$ cat config.mk
export PLATFORM = sky130hd
export DESIGN_NAME = mac_pe_lanes
export DESIGN_NICKNAME = d
export VERILOG_FILES = /design/src/rtl/mac_pe_lanes.sv
export SDC_FILE = /design/constraint.sdc
export NUM_CORES = 1
export LEC_CHECK = 0
export CAP_MARGIN = 20
export CORE_MARGIN = 3
export CORE_UTILIZATION = 54
export DETAILED_ROUTE_END_ITERATION = 8
export HOLD_SLACK_MARGIN = 0.12
export PLACE_DENSITY = 0.88
export RECOVER_POWER = 25
export SLEW_MARGIN = 20
export SYNTH_ARGS = -nofsm -noshare
export SYNTH_HDL_FRONTEND = slang
export SYNTH_SLANG_ARGS = --single-unit
$ cat constraint.sdc
create_clock -name clk -period 5.55 [get_ports clk]
set_input_delay 0.555 -clock clk [delete_from_list [all_inputs] [get_ports clk]]
set_output_delay 0.555 -clock clk [all_outputs]
set_load 0.005 [all_outputs]
$ cat src/rtl/mac_pe_lanes.sv
// Systolic multiply-accumulate PE: LANES-wide dot product feeding a
// chain/local accumulator, with registered data/weight forwarding.
module mac_pe_lanes #(
  parameter int DATA_WIDTH = 8,
  parameter int LANES      = 4,
  parameter int ACC_WIDTH  = 24,
  parameter int SATURATE   = 1
) (
  input  logic                        clk,
  input  logic                        reset_n,
  input  logic                        in_valid,
  input  logic [1:0]                  op,
  input  logic                        mode_signed,
  input  logic [LANES*DATA_WIDTH-1:0] data_in,
  input  logic [LANES*DATA_WIDTH-1:0] wt_in,
  input  logic [ACC_WIDTH-1:0]        acc_in,
  output logic [LANES*DATA_WIDTH-1:0] data_out,
  output logic [LANES*DATA_WIDTH-1:0] wt_out,
  output logic                        fwd_valid,
  output logic [ACC_WIDTH-1:0]        acc_out,
  output logic                        out_valid,
  output logic                        sat_flag
);

  localparam int DW = DATA_WIDTH;
  localparam int PW = 2 * DATA_WIDTH;
  localparam int AW = ACC_WIDTH;
  localparam int EW = ACC_WIDTH + 2;

  function automatic logic [PW-1:0] mul(
    input logic [DW-1:0] a,
    input logic [DW-1:0] b,
    input logic          s
  );
    logic signed [DW:0]     ea;
    logic signed [DW:0]     eb;
    logic signed [2*DW+1:0] p;
    ea = {s & a[DW-1], a};
    eb = {s & b[DW-1], b};
    p  = ea * eb;
    return p[PW-1:0];
  endfunction

  function automatic logic [EW-1:0] ext_p(
    input logic [PW-1:0] p,
    input logic          s
  );
    return {{(EW-PW){s & p[PW-1]}}, p};
  endfunction

  function automatic logic [EW-1:0] ext_a(
    input logic [AW-1:0] a,
    input logic          s
  );
    return {{(EW-AW){s & a[AW-1]}}, a};
  endfunction

  logic [LANES-1:0][PW-1:0] prod;
  logic [LANES-1:0][PW-1:0] s1_prod;
  logic [1:0]               s1_op;
  logic                     s1_mode;
  logic [AW-1:0]            s1_acc;
  logic                     s1_valid;

  logic [EW-1:0] dot;
  logic [EW-1:0] base;
  logic [EW-1:0] sum;
  logic [AW-1:0] res;
  logic          ovf;

  always_comb begin
    prod = '0;
    for (int i = 0; i < LANES; i++) begin
      prod[i] = mul(data_in[i*DW +: DW], wt_in[i*DW +: DW], mode_signed);
    end
  end

  always_ff @(posedge clk or negedge reset_n) begin
    if (!reset_n) begin
      data_out  <= '0;
      wt_out    <= '0;
      fwd_valid <= 1'b0;
      s1_prod   <= '0;
      s1_op     <= 2'b00;
      s1_mode   <= 1'b0;
      s1_acc    <= '0;
      s1_valid  <= 1'b0;
    end else begin
      data_out  <= data_in;
      wt_out    <= wt_in;
      fwd_valid <= in_valid;
      s1_valid  <= in_valid;
      if (in_valid) begin
        s1_prod <= prod;
        s1_op   <= op;
        s1_mode <= mode_signed;
        s1_acc  <= acc_in;
      end
    end
  end

  // Local op reads acc_out directly so back-to-back beats need no bubble
  always_comb begin
    dot = '0;
    for (int i = 0; i < LANES; i++) begin
      dot = dot + ext_p(s1_prod[i], s1_mode);
    end
    base = (s1_op == 2'b01) ? ext_a(s1_acc, s1_mode)
                            : ext_a(acc_out, s1_mode);
    sum  = base + dot;
    if (s1_mode) begin
      ovf = (|sum[EW-1:AW-1]) & ~(&sum[EW-1:AW-1]);
    end else begin
      ovf = |sum[EW-1:AW];
    end
    res = sum[AW-1:0];
    if (ovf && SATURATE != 0) begin
      if (!s1_mode) begin
        res = '1;
      end else if (sum[EW-1]) begin
        res = {1'b1, {(AW-1){1'b0}}};
      end else begin
        res = {1'b0, {(AW-1){1'b1}}};
      end
    end
  end

  always_ff @(posedge clk or negedge reset_n) begin
    if (!reset_n) begin
      acc_out   <= '0;
      out_valid <= 1'b0;
      sat_flag  <= 1'b0;
    end else begin
      out_valid <= s1_valid;
      if (s1_valid) begin
        unique case (s1_op)
          2'b00: acc_out <= s1_acc;
          2'b01,
          2'b10: begin
            acc_out  <= res;
            sat_flag <= sat_flag | ovf;
          end
          2'b11: begin
            acc_out  <= '0;
            sat_flag <= 1'b0;
          end
        endcase
      end
    end
  end

endmodule

Yosys cells after proc, flatten, opt, wreduce, memory -nomap -nowiden:

Index checks and enable logic that the tools add are counted.

* multiply operators: 4
* multiplexer cells: 7
* reduce and logical (&&, ||, !) cells: 7
* equal/unequal tests: 3
* bitwise logic cells: 17
* $add $sub $neg: 4

Operators by type and width (count)
* 24-bit 2-to-1 mux: 3
* 24-bit one-hot mux with 3 select lines: 1
* 9-bit by 9-bit multiplier with 16-bit output: 4
* 26-bit adder: 1
* 26-bit 2-to-1 mux: 1
* 19-bit by 17-bit adder with 20-bit output: 1
* 18-bit by 17-bit adder with 19-bit output: 1
* 17-bit by 17-bit adder with 18-bit output: 1
* 1-bit bitwise AND: 15
* 2-bit == test, second input constant: 2
* 2-bit OR reduction: 2
* 3-bit AND reduction: 1
* 3-bit OR reduction: 1
* 2-bit by 1-bit == test with 1-bit output, second input constant: 1
* 2-bit logical NOT: 1
* 1-bit one-hot mux with 2 select lines: 1
* 2-bit AND reduction: 1
* 2-bit nonzero test: 1
* 1-bit 2-to-1 mux: 1
* 1-bit NOT: 1
* 1-bit OR: 1

* output and inout port bits: 91
* word-level logic and storage cells: 55
* register bits: 182

Depth between registers and ports, before layout:

* word-level depth: 11
* depth in mapped cells: 28

Least setup slack after synthesis:

Ideal clock, no wire load.

* path kind: register to register
* start point: reg s1_prod[18] (netlist bit)
* end point: reg acc_out[10]
* stages on the path, launching flop included: 25
* clock period less this slack: 5.811 ns
* setup slack: -0.261 ns
* buffers on the path: 1
* arrival time: 5.681 ns
* required time: 5.420 ns
* cell sequence: dfrtp_1 > inv_1 > fa_1 > fa_1 > inv_1 > ha_1 > a21o_1 > a21oi_1 > o21bai_1 > a21oi_1 > o21bai_1 > a221o_1 > o41ai_1 > o2111ai_1 > a21oi_1 > xnor2_1 > ha_1 > nand3_1 > o311ai_2 > a31oi_2 > o41a_1 > a21o_1 > buf_4 > nor4_1 > nor3_1

* longest elaborated chain between the ends: 10
* elaborated cells on any way between the ends: 14
* those cells by class: 4 x add/sub; 5 x mux; 2 x bitwise; 3 x reduce/logical

RTL lines
* start: declaration: line 59 `logic [LANES-1:0][PW-1:0] s1_prod;`
* start signal: assignment: line 94 `s1_prod <= prod;`
* 17-bit by 17-bit adder with 18-bit output *: line 106 `dot = dot + ext_p(s1_prod[i], s1_mode);`
* 18-bit by 17-bit adder with 19-bit output *: line 106
* 19-bit by 17-bit adder with 20-bit output *: line 106
* 26-bit adder *: line 110 `sum = base + dot;`
* 3-bit AND reduction: line 112 `ovf = (|sum[EW-1:AW-1]) & ~(&sum[EW-1:AW-1]);`
* 1-bit NOT: line 112
* 1-bit bitwise AND: line 112
* 1-bit 2-to-1 mux: line 111 `if (s1_mode) begin`
* 24-bit 2-to-1 mux *: line 117 `if (ovf && SATURATE != 0) begin`
* 24-bit one-hot mux with 3 select lines *: line 136 `unique case (s1_op)`
* end signal: assignment: line 140 `acc_out <= res;`
* end: declaration: line 20 `output logic [ACC_WIDTH-1:0] acc_out,`

Every way passes the cells marked *; elsewhere a longest branch is shown, timed or not.
A chain may end at the register's enable or synchronous reset.

Final worst setup path:

* start point: reg s1_prod[33] (netlist bit)
* end point: reg acc_out[1]

* longest elaborated chain between the ends: 9
* elaborated cells on any way between the ends: 13
* those cells by class: 3 x add/sub; 5 x mux; 2 x bitwise; 3 x reduce/logical

RTL lines (line)
* 18-bit by 17-bit adder with 19-bit output *: 106
* 19-bit by 17-bit adder with 20-bit output *: 106
* 26-bit adder *: 110
* 3-bit AND reduction: 112
* 1-bit NOT: 112
* 1-bit bitwise AND: 112
* 1-bit 2-to-1 mux: 111
* 24-bit 2-to-1 mux *: 117
* 24-bit one-hot mux with 3 select lines *: 136

Marked as above.

==> results.ini <==
[status]
status=finished with violations
violations=capacitance limit, slew limit, setup timing

[logic_synthesis]
netlist_top_cells_area=fa_1 (28%), dfrtp_1 (22%), ha_1 (11%)
synth-seq-cells=182
synth.area.mux_share_pct=2.58
synth_edf_count=0
synth_xor_area_share_pct=4.52
synthSimpleGateAreaFrac_pct=13.8
yosys_warnings=0
synthesis.area_um2=20500
synthAdderAreaFrac_pct=39.0
synth_largest_area_cell=fa_1
synth_top_flop_cell=dfrtp_1
synth_fp_nets=2740
synth_cell_types=61
synth_top_family_by_area=adder cells
synthArstFlopShare_pct=100
syn_inst=2179
yosysTopAreaCellShare_pct=28.1
synth_area_per_cell_um2=9.43
ys_seq_area_share_pct=22.2
synth_compound_area_share_pct=8.77

[floorplan]
core_um2=37000
io_pins=185
start_util_pct=55.4
die_area_um2=40400
die_w_um=201
core.rowCount=70
die_h_um=201

[clock_network]
cts.sinks=182
clk_pin_slew_ps=80
cts_buffers=17
cts.htree.levels=4
clock-root-buffer=clkbuf_16
clk-insertion-delay-late_ps=470
clock_path_buffers=2
cts_tree=done

[detailed_routing]
dr_total_vias=16800
first_iter_violations=1206
via_per_inst=5.51
drc_errors=0
antenna_left=0
firstDrtPassIters=6
drt-total-wl_um=56000
wl_per_cell_um=18.4

[place]
dp_hpwl_um=41600
gp_congestion=0.906
place_inst=2976
io_buffers=184

[worst_setup_path]
path_common_cell=a21oi_2
cp_max_fo=21
crit_required_ps=5880
r2r_slack_ps=-370
r2r-start=s1_prod[33]
worst_path_max_delay_cell=fa_1
critPathKind=reg2reg
startpoint_type=register
path_delay_family=compound AO/OA/AOI/OAI gates
max_stage_delay_ps=560
worst-path-stages=27
crit_path_end_kind=register
ff2ff_path_depth=27
crit_start=s1_prod[33]
cp.arrival_ps=6250
crit_buf_inv=5

[timing]
max_freq_ghz=0.169
finClkSkew_ps=11.3
worst_slack_ps=-374
tightest_slew_ps=4190
hold_viol=0
rsz0062_at_grt=true
relSlewSlack_pct=-180
finalCriticalPeriod_ps=5920
final_max_slew_viol_count=161
final-setup-viol-count=26
period_share_pct=107

[min_path]
worstHoldStart=wt_in[8]
hold_path_depth=2
hold_class=in2reg

[global_routing]
grt_pass1_vias=18300
antenna_found_initial=0
grt_max_degree=89
grt_remaining_overflow=0
grt.total_usage_pct=27.1
grt_pass1_wl_um=89500

[finish]
fin_nets=3089
final_cells=3045
drive_above_1_share_pct=16.8
antenna_cells=0
syn_to_final_growth_pct=25.6

[flow_run]
cap_violations=2

## layer usage
layer	vias up	track usage, %	wire length (um)
li1	7575	-	-
met1	8306	33.5	21600
met2	723	47.3	28400
met3	179	5.29	3600
met4	0	10.3	2300
met5	-	0	0
## cell usage after synthesis (3+ instances only)
cell	n
or2_2	29
mux2i_1	9
xor2_1	13
nand2_1	262
nor4_1	30
nor3b_1	5
mux2_2	39
nor2_1	34
a21o_1	17
a211oi_1	6
a221o_1	3
nand2b_1	5
clkbuf_1	80
dfrtp_1	182
ha_1	179
fa_1	288
o211ai_1	5
nor2b_1	6
and2_1	116
inv_1	407
o21bai_1	35
o21ai_0	90
xnor2_1	93
nor3_1	33
a21oi_1	101
a31oi_1	5
buf_2	7
and3_1	19
o221ai_1	3
nand3_1	38
## final cells by class
type | instances | area (um2)
Multi-Input combinational cell | 1502 | 14800
Fill cell | 2577 | 11200
Sequential cell | 182 | 4550
Timing Repair Buffer | 417 | 3660
Inverter | 408 | 1530
Tap cell | 504 | 631
Clock buffer | 18 | 429
Clock inverter | 14 | 185
## flip-flops by register name (all words and copies together) (netlist names)
signal	cells
sat_flag	1
acc_out	24
s1_prod	64
s1_op	2
s1_mode	1
out_valid	1
s1_acc	24
s1_valid	1
wt_out	32
data_out	32
## what timing repair did
| action | in CTS | in global routing |
|---|---|---|
| endpoints found under the setup margin | 25 | 32 |
| endpoints found under the hold margin | 8 | 0 |
| hold buffers | 1 | 0 |
| setup buffers | 17 | 15 |
| cloned | 4 | 2 |
| resized for setup | 66 | 60 |
| pin swaps | 40 | 39 |
## metrics by stage
step	setup slack (ps)	TNS, ps	area [um2]	hold WS, ps	utilization, %
floorplan	-17.6	-200	20700	259	-
global placement	-345	-7780	24300	511	65.7
detailed placement	-484	-13250	24300	522	65.7
CTS	-122	-2210	25400	538	68.7
global route	-775	-14880	25800	496	69.6
finish	-374	-7080	25800	491	69.6
## worst paths after layout
| check | end |
|---|---|
| max in group asynchronous | s1_prod[59] |
| hold reg to reg | s1_acc[20] |
| setup / recovery | acc_out[1] |
| hold / removal | wt_out[8] |
| setup reg to reg | acc_out[1] |
| min in group asynchronous | acc_out[10] |
## cells in the final DEF (no fill, tap or decap), types with 13 or more instances in the layout
cell	Yosys	final
fa_1	288	286
a21oi_1	101	68
nand3_1	38	35
nor4_4	0	14
dfrtp_1	182	182
ha_1	179	177
clkdlybuf4s50_1	0	137
buf_4	2	194
dlygate4sd3_1	0	44
a21o_1	17	16
mux2_2	39	39
or2_2	29	29
and3_1	19	18
nand2_1	262	260
xnor2_1	93	93
inv_1	407	400
nor2_1	34	32
and2_1	116	115
o21ai_0	90	88
a21oi_2	2	34
clkbuf_1	80	24
o21bai_1	35	34
clkbuf_16	0	18
nor3_1	33	24
xor2_1	13	13
## cell families (layout without fill, tap and decap cells)
family	after synthesis	in the layout
AOI/OAI and AO/OA	295	298
xor gates and xnor gates	106	106
adders and majority gates	467	467
buffers and inverters	498	857
DFF	182	182
muxes	48	48
and+or+nand+nor	583	583
Power is left out: the tool's default activity adds up to more than one toggle a clock period on the data nets, which glitch-free logic cannot reach.
